==> config.mk <==
export PLATFORM = sky130hd
export DESIGN_NAME = memory_lookup_controller
export DESIGN_NICKNAME = d
export VERILOG_FILES = /design/src/rtl/memory_lookup_controller.sv
export SDC_FILE = /design/constraint.sdc
export NUM_CORES = 1
export LEC_CHECK = 0
export ABC_AREA = 0
export CORE_AREA = 5 5 136 138
export CTS_CLUSTER_SIZE = 14
export DETAILED_ROUTE_END_ITERATION = 6
export DIE_AREA = 0 0 141 143
export GPL_ROUTABILITY_DRIVEN = 0
export PLACE_DENSITY = 0.6
export SLEW_MARGIN = 20
export SYNTH_ARGS = -nofsm -noshare
export SYNTH_HDL_FRONTEND = slang
export SYNTH_SLANG_ARGS = --single-unit
==> constraint.sdc <==
create_clock -name clk -period 4 [get_ports clk]
set_input_delay 0.6 -clock clk [delete_from_list [all_inputs] [get_ports clk]]
set_output_delay 0.6 -clock clk [all_outputs]
set_load 0.02 [all_outputs]
==> src/rtl/memory_lookup_controller.sv <==
// ============================================================================
// Module   : memory_lookup_controller
// Brief    : Sequences GET/PUT/DELETE requests over a scanned register-array cache.
// Revision : 1.0 - initial release
// ============================================================================
`default_nettype none

module memory_lookup_controller #(
    parameter int NUM_ENTRIES = 8,
    parameter int KEY_WIDTH   = 16,
    parameter int VALUE_WIDTH = 32
) (
    input  logic                                 clk,
    input  logic                                 rst_n,
    input  logic                                 req_valid,
    output logic                                 req_ready,
    input  logic [1:0]                           req_op,
    input  logic [KEY_WIDTH-1:0]                 req_key,
    input  logic [VALUE_WIDTH-1:0]               req_value,
    output logic                                 resp_valid,
    input  logic                                 resp_ready,
    output logic                                 resp_hit,
    output logic                                 resp_err,
    output logic [VALUE_WIDTH-1:0]               resp_value,
    output logic [$clog2(NUM_ENTRIES+1)-1:0]     occupancy,
    output logic [NUM_ENTRIES-1:0]               mem_write_op,
    output logic [NUM_ENTRIES-1:0]               mem_select_op,
    output logic [KEY_WIDTH+VALUE_WIDTH-1:0]     mem_data_in,
    input  logic [KEY_WIDTH+VALUE_WIDTH-1:0]     mem_data_out
);

    localparam int c_IDX_W  = $clog2(NUM_ENTRIES);
    localparam int c_OCC_W  = $clog2(NUM_ENTRIES + 1);
    localparam int c_DATA_W = KEY_WIDTH + VALUE_WIDTH;
    localparam logic [c_IDX_W-1:0] c_LAST_IDX = c_IDX_W'(NUM_ENTRIES - 1);

    localparam logic [1:0] c_OP_GET = 2'b00;
    localparam logic [1:0] c_OP_PUT = 2'b01;
    localparam logic [1:0] c_OP_DEL = 2'b10;
    localparam logic [1:0] c_OP_RSV = 2'b11;

    typedef enum logic [1:0] {
        S_IDLE  = 2'd0,
        S_SCAN  = 2'd1,
        S_WRITE = 2'd2,
        S_RESP  = 2'd3
    } state_t;

    state_t                   r_state;
    state_t                   w_state_next;
    logic [1:0]               r_op;
    logic [KEY_WIDTH-1:0]     r_key;
    logic [VALUE_WIDTH-1:0]   r_value;
    logic [c_IDX_W-1:0]       r_idx;
    logic [c_IDX_W-1:0]       r_target;
    logic [NUM_ENTRIES-1:0]   r_valid;
    logic                     r_resp_hit;
    logic                     r_resp_err;
    logic [VALUE_WIDTH-1:0]   r_resp_value;

    logic                     w_hit;
    logic                     w_free_found;
    logic [c_IDX_W-1:0]       w_free_idx;
    logic [c_OCC_W-1:0]       w_occ;
    logic [NUM_ENTRIES-1:0]   w_scan_onehot;
    logic [NUM_ENTRIES-1:0]   w_target_onehot;

    // Stale contents of invalid entries must never produce a hit.
    assign w_hit = r_valid[r_idx] &&
                   (mem_data_out[c_DATA_W-1:VALUE_WIDTH] == r_key);

    always_comb begin
        w_free_found = 1'b0;
        w_free_idx   = '0;
        for (int i = NUM_ENTRIES - 1; i >= 0; i--) begin
            if (!r_valid[i]) begin
                w_free_found = 1'b1;
                w_free_idx   = c_IDX_W'(i);
            end
        end
    end

    always_comb begin
        w_occ = '0;
        for (int i = 0; i < NUM_ENTRIES; i++) begin
            w_occ = w_occ + c_OCC_W'(r_valid[i]);
        end
    end

    always_comb begin
        w_scan_onehot            = '0;
        w_scan_onehot[r_idx]     = 1'b1;
        w_target_onehot          = '0;
        w_target_onehot[r_target] = 1'b1;
    end

    always_ff @(posedge clk or negedge rst_n) begin
        if (!rst_n) begin
            r_state <= S_IDLE;
        end else begin
            r_state <= w_state_next;
        end
    end

    always_comb begin
        w_state_next  = r_state;
        req_ready     = 1'b0;
        resp_valid    = 1'b0;
        mem_select_op = '0;
        mem_write_op  = '0;
        mem_data_in   = '0;
        case (r_state)
            S_IDLE: begin
                req_ready = 1'b1;
                if (req_valid) begin
                    w_state_next = (req_op == c_OP_RSV) ? S_RESP : S_SCAN;
                end
            end
            S_SCAN: begin
                mem_select_op = w_scan_onehot;
                if (w_hit) begin
                    w_state_next = (r_op == c_OP_PUT) ? S_WRITE : S_RESP;
                end else if (r_idx == c_LAST_IDX) begin
                    w_state_next = (r_op == c_OP_PUT && w_free_found) ? S_WRITE : S_RESP;
                end
            end
            S_WRITE: begin
                mem_write_op = w_target_onehot;
                mem_data_in  = {r_key, r_value};
                w_state_next = S_RESP;
            end
            S_RESP: begin
                resp_valid = 1'b1;
                if (resp_ready) begin
                    w_state_next = S_IDLE;
                end
            end
            default: w_state_next = S_IDLE;
        endcase
    end

    always_ff @(posedge clk or negedge rst_n) begin
        if (!rst_n) begin
            r_op         <= '0;
            r_key        <= '0;
            r_value      <= '0;
            r_idx        <= '0;
            r_target     <= '0;
            r_valid      <= '0;
            r_resp_hit   <= 1'b0;
            r_resp_err   <= 1'b0;
            r_resp_value <= '0;
        end else begin
            case (r_state)
                S_IDLE: begin
                    if (req_valid) begin
                        r_op         <= req_op;
                        r_key        <= req_key;
                        r_value      <= req_value;
                        r_idx        <= '0;
                        r_resp_hit   <= 1'b0;
                        r_resp_err   <= (req_op == c_OP_RSV);
                        r_resp_value <= '0;
                    end
                end
                S_SCAN: begin
                    if (w_hit) begin
                        r_target   <= r_idx;
                        r_resp_hit <= 1'b1;
                        if (r_op == c_OP_GET) begin
                            r_resp_value <= mem_data_out[VALUE_WIDTH-1:0];
                        end
                        if (r_op == c_OP_DEL) begin
                            r_valid[r_idx] <= 1'b0;
                        end
                    end else if (r_idx != c_LAST_IDX) begin
                        r_idx <= r_idx + 1'b1;
                    end else if (r_op == c_OP_PUT) begin
                        // New key lands in the lowest free slot; a full table is an error.
                        if (w_free_found) begin
                            r_target <= w_free_idx;
                        end else begin
                            r_resp_err <= 1'b1;
                        end
                    end
                end
                S_WRITE: begin
                    r_valid[r_target] <= 1'b1;
                end
                default: ;
            endcase
        end
    end

    assign resp_hit   = r_resp_hit;
    assign resp_err   = r_resp_err;
    assign resp_value = r_resp_value;
    assign occupancy  = w_occ;

endmodule

`default_nettype wire
Word-level counts from Yosys, hierarchy flattened

Cells that the tools add are included.

Register bits: 100

$add $sub $neg: 8
Magnitude comparators: 4
Equal/unequal tests: 21
Mux-type cells: 59
Bitwise logic cells: 3
Reductions and logical operators: 18

Operators by type and width:

| operator             | number |
|---|---|
| $mux W32             | 3 |
| $pmux W32 S2         | 1 |
| $mux W48             | 1 |
| $mux W3              | 15 |
| $mux W8              | 4 |
| $mux W1              | 22 |
| $ne A2 B2 Y1 const B | 11 |
| $add A4 B1 Y4        | 4 |
| $eq A16 B16 Y1       | 1 |
| $pmux W8 S2          | 1 |
| $reduce_and A4 Y1    | 3 |
| $mux W2              | 5 |
| $reduce_and A3 Y1    | 3 |
| $and A8 B8 Y8        | 1 |
| $eq A2 B2 Y1 const B | 4 |
| $lt A3 B4 Y1 const B | 2 |
| $not A8 Y8           | 1 |
| $or A8 B8 Y8         | 1 |
| $pmux W2 S4          | 1 |
| $reduce_bool A2 Y1   | 4 |
| $demux W1 S3         | 2 |
| $ge A3 B1 Y1 const B | 2 |
| $ne A3 B3 Y1 const B | 2 |
| $pmux W3 S2          | 1 |
| other kinds (12)     | 18 |

Depth between registers and ports, before layout

Gate-level depths: netlist (run 1).

Depth after elaboration: 13
Depth in mapped cells: 10
Gate-level depth less buffers: 8

Least setup slack after synthesis (run 1)

OpenSTA, ideal clock, no wires.

Kind: flip-flop to output port
From: register r_valid[0]
To: output occupancy[2]
Arrival: 2857 ps
Required time: 3400 ps
Path slack: 543 ps
Cell stages (with the launch flop): 9
Buffers on the path: 0
Cells stage by stage: dfrtp_1 > inv_1 > fa_1 > fa_1 > fa_1 > inv_1 > ha_1 > fa_1 > xor2_1

Cells in the longest elaborated chain, start to end: 7

RTL lines:

| item                              | line | source |
|---|---|---|
| from (decl)                       | 56   | `logic [NUM_ENTRIES-1:0] r_valid;` |
| from (signal assigned)            | 149  | `r_valid <= '0;` |
| from (signal, indexed assignment) | 174  | `r_valid[r_idx] <= 1'b0;` |
| from (signal, indexed assignment) | 188  | `r_valid[r_target] <= 1'b1;` |
| $add A1 B1 Y2                     | 86   | `w_occ = w_occ + c_OCC_W'(r_valid[i]);` |
| $add A2 B1 Y3                     | 86   |  |
| $add A3 B1 Y4                     | 86   |  |
| $add A4 B1 Y4 (4 in series)       | 86   |  |
| to (decl)                         | 25   | `output logic [$clog2(NUM_ENTRIES+1)-1:0] occupancy,` |

Every way passes these cells.

Worst setup path in the final report (run 1)

From: register r_valid[3]
To: output occupancy[2]

Cells in the longest elaborated chain, start to end: 5

RTL lines:

| item                        | line |
|---|---|
| $add A3 B1 Y4               | 86 |
| $add A4 B1 Y4 (4 in series) | 86 |

Every way passes these cells.

==> flow_metrics.env, run 1 <==
export IMPL_status="complete, no violations"
export IMPL_max_stage_delay_ps=500
export IMPL_start_kind="flip-flop"
export IMPL_pwr_share_clk_pct=20.9
export IMPL_synth_cell_types=48
export IMPL_pin_count=206
export IMPL_fp_dieH_um=143
export IMPL_p_comb_share_pct=45.5
export IMPL_antenna_found_initial=0
export IMPL_drv_cap=0
export IMPL_setup_tns_ps=0
export IMPL_grt_start_max_net_pins=62
export IMPL_wl_mm=15.0
export IMPL_synth_edf_count=0
export IMPL_drc_errors=0
export IMPL_numPortBuffers=205
export IMPL_async_flop_share_pct=100
export IMPL_start_util_pct=32.2
export IMPL_synth_top_family_by_area="multiplexers"
export IMPL_routed_via_density=4.78
export IMPL_drtIter0Drc=123
export IMPL_path_cells="inv_1 > fa_1 > fa_1 > fa_1 > inv_1 > ha_1 > fa_1 > xor2_1 > clkbuf_2"
export IMPL_cp_required_ps=3400
export IMPL_drtPass1Iterations=4
export IMPL_synth_fa_ha_area_share_pct=3.51
export IMPL_max_freq_ghz=0.261
export IMPL_grt_pass1_vias=4561
export IMPL_root_buffer="clkbuf_16"
export IMPL_grt_overflow_total=0
export IMPL_p_int_uw=2890
export IMPL_hpwl_mm=11.2
export IMPL_synthTopCellsByArea="dfrtp_1, mux2_2, o2bb2ai_2, mux2i_1, and2_1"
export IMPL_synth_compound_area_share_pct=14.0
export IMPL_instances_no_fill=881
export IMPL_preCtsSetupSlack_ps=98.9
export IMPL_crit_top_cell="fa_1"
export IMPL_crit_type="flip-flop to output port"
export IMPL_synth_top_area_share_pct=45.5
export IMPL_post_cts_buffers=0
export IMPL_netlist_instances=453
export IMPL_register_area_sq_um=2500
export IMPL_tightest_slew_ps=937
export IMPL_cpMaxStageDelayCell="fa_1"
export IMPL_row_count=48
export IMPL_period_share_pct=95.7
export IMPL_cts_sinks=100
export IMPL_grt_use_total_pct=15.1
export IMPL_clkTransAtPathRegs_ps=70
export IMPL_pwr_share_seq_pct=33.6
export IMPL_htreeDepth=3
export IMPL_nFillCells=1579
export IMPL_synth_fp_nets=568
export IMPL_finalMaxSlewViolations=0
export IMPL_syn_to_final_growth_pct=46.5
export IMPL_min_path_type="primary input to asynchronous set/reset pin"
export IMPL_synthXorXnorAreaFrac_pct=2.71
export IMPL_ys_warn_count=0
export IMPL_cp_end_kind="output port"
export IMPL_drive_above_1_share_pct=18.8
export IMPL_sw_frac_of_total_pct=37.4
export IMPL_antenna_cells=0
export IMPL_pwr_density_cell_nw_per_um2=573
export IMPL_fin_crit_ps=3830
export IMPL_avgRoutedWirePerCell_um=17.0
export IMPL_fin_ws_ps=171
export IMPL_nets=766
export IMPL_numCtsBuffers=9
export IMPL_vias=4207
export IMPL_clkLatencyLatePin_ps=350
export IMPL_die_w_um=141
export IMPL_die_area_sq_um=20200
export IMPL_synthMuxAreaShare_pct=17.5
export IMPL_synthesis_area_sq_um=5490
export IMPL_slew_headroom_pct=37.6
export IMPL_multi_input_area_sq_um=2780
export IMPL_setup_viol=0
export IMPL_ant_nets=0
export IMPL_rsz0062_at_grt="no"
export IMPL_cp_arrival_ps=3230
export IMPL_cts_tree="done"
export IMPL_leakage_uw=0.00340
export IMPL_path_max_fanout=5
export IMPL_place_inst=865
export IMPL_core_sq_um=17100
export IMPL_clock_path_buffers=2
export IMPL_ir_drop_mv=0.309
export IMPL_synthSimpleGateAreaFrac_pct=12.8
export IMPL_grt_pass1_wl_mm=24.3
export IMPL_ys_flop_type="dfrtp_1"
export IMPL_yosysTopAreaCell="dfrtp_1"
export IMPL_finClkSkew_ps=9.17
export IMPL_synth_seq_cells=100
export IMPL_syn_mean_instance_area_sq_um=12.1
export IMPL_power_switching_uw=1720
export IMPL_synth_seq_area_share_pct=45.5
export IMPL_hold_violations=0
power by group through the flow:
stage	Sequential [uW]	Combinational (uW)	Clock, uW
6_report	1550	2100	961
3_5_place_dp	1570	2150	0
4_1_cts	1550	2150	998
3_3_place_gp	1550	2120	0
2_1_floorplan	1490	1410	0
5_1_grt	1600	2290	1040
cell families (layout without fill, tap and decap cells):
| logic type | Yosys count | after routing |
|---|---|---|
| buf+inv | 43 | 246 |
| simple gates | 121 | 121 |
| mux | 86 | 86 |
| compound gates | 73 | 73 |
| flops | 100 | 100 |
| xor+xnor | 17 | 17 |
| fa+ha+maj | 13 | 13 |
worst max-delay path, delay by kind of cell, from the launching register on:
| kind | cells | cell delay (ps) |
|---|---|---|
| adders and majority gates | 5 | 2000 |
| DFF | 1 | 400 |
| xor gates and xnor gates | 1 | 160 |
| buffers and inverters | 3 | 320 |
repair_timing:
| action | 4_1_cts | 5_1_grt |
|---|---|---|
| hold buffers | 0 | 0 |
| resized for setup | 3 | 4 |
| endpoints found under the hold margin | 0 | 0 |
| endpoints found under the setup margin | 2 | 3 |
metrics by stage:
stage                     instance area [sq um]  hold slack [ps]  total power, uW  utilization [%]
after floorplan                            5490              304             2900                -
after global routing                       8050              395             4920             47.2
after CTS                                  8060              367             4700             47.2
after global placement                     7730              479             3670             45.3
final                                      8050              341             4610             47.2
after detailed placement                   7730              487             3720             45.3
cell type report:
type | instances | area share, %
Clock buffer | 10 | 2.84
Clock inverter | 6 | 1.20
Inverter | 18 | 0.839
Multi-Input combinational cell | 310 | 34.5
Sequential cell | 100 | 31.1
Tap cell | 225 | 3.50
Timing Repair Buffer | 212 | 26.0
sequential cells by signal, summed over array words and instances, names as in the netlist:
name	count
resp_err	1
r_idx	3
r_value	32
resp_value	32
r_state	2
r_op	2
r_key	16
resp_hit	1
r_valid	8
r_target	3
cells in the mapped netlist, drive strengths merged (3+ instances only):
master and instances:
dfrtp 100, mux2 50, and2 49, mux2i 34, o2bb2ai 32, nor2 20
inv 18, nand2 17, xor2 17, clkbuf 14, a21oi 12, buf 11
ha 9, nand2b 8, o21ai 6, nor2b 5, nor3 5, nor4 5
fa 4, a22oi 3, a31oi 3, and3 3, nand3 3, nand4 3
o221a 3, o22ai 3
cells in the final DEF (no fill, tap or decap), types with 5 or more instances in the layout:
cell type and instances:
clkdlybuf4s50_1 201, o21ai_0 6, xor2_1 17, nand2_1 16
inv_1 16, nor3_1 5, nor2_1 20, o2bb2ai_2 30
nand2b_1 8, buf_4 8, clkbuf_16 9, nor2b_1 5
a21oi_1 12, and2_1 48, dfrtp_1 100, ha_1 9
mux2i_1 33, mux2_2 50
worst paths after layout:
check	start	end	slack (ps)	cells after the start
worst max-delay path	r_valid[3]	occupancy[2]	170	9
max in group asynchronous	rst_n	resp_value[15]	2840	2
min in group clk	r_value[16]	r_value[16]	500	1
worst min register to register	r_value[16]	r_value[16]	500	1
worst min-delay path	rst_n	r_key[14]	340	1
worst max register to register	r_idx[1]	resp_value[0]	1310	6
per-layer routing:
metal  share of wire (%)  global-route usage (%)
met3                  11                    7.74
met1                  40                    17.4
met5                   0                       0
met4                 1.2                    3.21
met2                  48                    25.2
Note: power is estimated with default switching activity, not from simulation.
==> run 2, diff against run 1 <==
- clock period: 4 -> 4.31 ns (I/O delays scaled with it)
==> run 2 against run 1 <==
  * Core utilization is 0.38 points lower
  * Register-to-register slack improved by 300 ps
  * Die area did not move
  * Highest routed layer unchanged
  * Largest power group unchanged
  * Sequential power decreased by 8%
  * Combinational power shrank 8%
==> flow_metrics.env, run 2 (synthesized netlist as in run 1, its figures left out) <==
export IMPL_hold_violations=0
export IMPL_drtIter0Drc=95
export IMPL_max_freq_ghz=0.240
export IMPL_pwr_density_cell_nw_per_um2=519
export IMPL_min_path_type="primary input to asynchronous set/reset pin"
export IMPL_post_cts_buffers=0
export IMPL_cp_arrival_ps=3520
export IMPL_fp_dieH_um=143
export IMPL_cp_end_kind="output port"
export IMPL_setup_viol=0
export IMPL_setup_tns_ps=0
export IMPL_cts_sinks=100
export IMPL_grt_pass1_wl_mm=24.4
export IMPL_nets=763
export IMPL_avgRoutedWirePerCell_um=17.2
export IMPL_wl_mm=15.1
export IMPL_layout_common_cells="clkdlybuf4s50_1, dfrtp_1, mux2_2, and2_1, mux2i_1"
export IMPL_ir_drop_mv=0.352
export IMPL_place_inst=862
export IMPL_antenna_found_initial=0
export IMPL_status="complete, no violations"
export IMPL_final_area_sq_um=7990
export IMPL_fin_crit_ps=4170
export IMPL_max_stage_delay_ps=580
export IMPL_final_common_cell="clkdlybuf4s50_1"
export IMPL_hold_buffers=0
export IMPL_root_buffer="clkbuf_16"
export IMPL_tightest_slew_ps=985
export IMPL_grt_pass1_vias=4650
export IMPL_multi_input_area_sq_um=2780
export IMPL_path_max_fanout=5
export IMPL_leakage_uw=0.00335
export IMPL_period_share_pct=96.7
export IMPL_die_w_um=141
export IMPL_drc_errors=0
export IMPL_routed_via_density=4.83
export IMPL_drv_cap=0
export IMPL_row_count=48
export IMPL_die_area_sq_um=20200
export IMPL_clkTransAtPathRegs_ps=70
export IMPL_rsz0062_at_grt="no"
export IMPL_crit_family="adder cells"
export IMPL_htreeDepth=3
export IMPL_crit_type="flip-flop to output port"
export IMPL_cts_tree="done"
export IMPL_grt_use_total_pct=15.2
export IMPL_path_buf_inv=3
export IMPL_crit_top_cell="fa_1"
export IMPL_nFillCells=1568
export IMPL_core_sq_um=17100
export IMPL_register_area_sq_um=2500
export IMPL_grt_start_max_net_pins=81
export IMPL_pin_count=206
export IMPL_syn_to_final_growth_pct=45.3
export IMPL_instances_no_fill=877
export IMPL_numCtsBuffers=9
export IMPL_finalMaxSlewViolations=0
export IMPL_cp_required_ps=3660
export IMPL_drtPass1Iterations=4
export IMPL_post_route_util_pct=46.8
export IMPL_finClkSkew_ps=7.83
export IMPL_clock_path_buffers=2
export IMPL_grt_overflow_total=0
export IMPL_clkLatencyLatePin_ps=350
export IMPL_dpl_cell_area_sq_um=7710
export IMPL_start_kind="flip-flop"
export IMPL_start_util_pct=32.2
export IMPL_ant_nets=0
export IMPL_antenna_cells=0
export IMPL_hpwl_mm=11.0
export IMPL_drive_above_1_share_pct=18.1
export IMPL_path_cells="inv_1 > fa_1 > fa_1 > fa_1 > inv_1 > ha_1 > fa_1 > xor2_1 > dlygate4sd2_1"
export IMPL_numPortBuffers=205
export IMPL_cpMaxStageDelayCell="fa_1"
export IMPL_vias=4237
export IMPL_slew_headroom_pct=34.3
-- run 2: cell count changes in the layout (fill, tap and decap cells not counted), sizes merged --
cell | before | now
buf | 8 | 5
bufinv | 2 | 0
clkbuf | 12 | 9
clkdlybuf4s50 | 201 | 202
clkinvlp | 1 | 2
dlygate4sd2 | 0 | 2
dlymetal6s2s | 1 | 0
inv | 20 | 21
-- run 2: worst reg2reg max path, stage by stage (launching register included) --
cell and delay (ps):
dfrtp_1 610, mux4_2 600, mux2i_4 250, inv_2 100
nand3_4 70, and2_2 790, o2bb2ai_1 210
-- run 2: worst paths after layout --
path	slack, ps	depth (start not counted)	to	from
min in group clk	500	1	r_value[12]	r_value[12]
min	340	1	r_key[9]	rst_n
max reg2reg	1610	6	resp_value[1]	r_idx[2]
min reg2reg	500	1	r_value[12]	r_value[12]
max in group asynchronous	3180	2	r_value[22]	rst_n
max	140	9	occupancy[2]	r_valid[0]
-- run 2: through the flow --
stage,hold WS [ps],total power (uW),setup WS (ps)
6_report,340,4150,144
5_1_grt,396,4440,11.5
4_1_cts,503,4220,123
3_5_place_dp,485,3430,232
3_3_place_gp,480,3390,331
2_1_floorplan,351,2690,806
-- run 2: what timing repair did --
action                                  4_1_cts  5_1_grt
endpoints found under the setup margin        2        0
hold endpoints to repair                      0        0
resized for setup                             2        0
-- run 2: area by class of cell --
class / instances / share of cell area [%]
multi-input combinational: 310 / 34.8
sequential: 100 / 31.3
timing repair buffer: 209 / 26.1
tap: 225 / 3.53
clock buffer: 9 / 2.82
inverter: 18 / 0.846
clock inverter: 6 / 0.611
-- run 2: power breakdown --
part           switching [uW]  internal [uW]
logic                    1000            941
clock network             373            396
registers                 216           1220
-- run 2: routing by layer --
layer / global-route usage [%] / up-vias / wire length, um
met4: 4.39 / 0 / 225
li1: - / 1997 / -
met3: 6.66 / 16 / 1500
met1: 17.5 / 2052 / 5970
met2: 25.8 / 172 / 7370
met5: 0 / - / 0
==> run 3, diff against run 2 <==
- CTS_CLUSTER_DIAMETER: not set -> 80
==> results of run 3 <==
No change in the layout: final DEF, timing and power equal those of run 2.
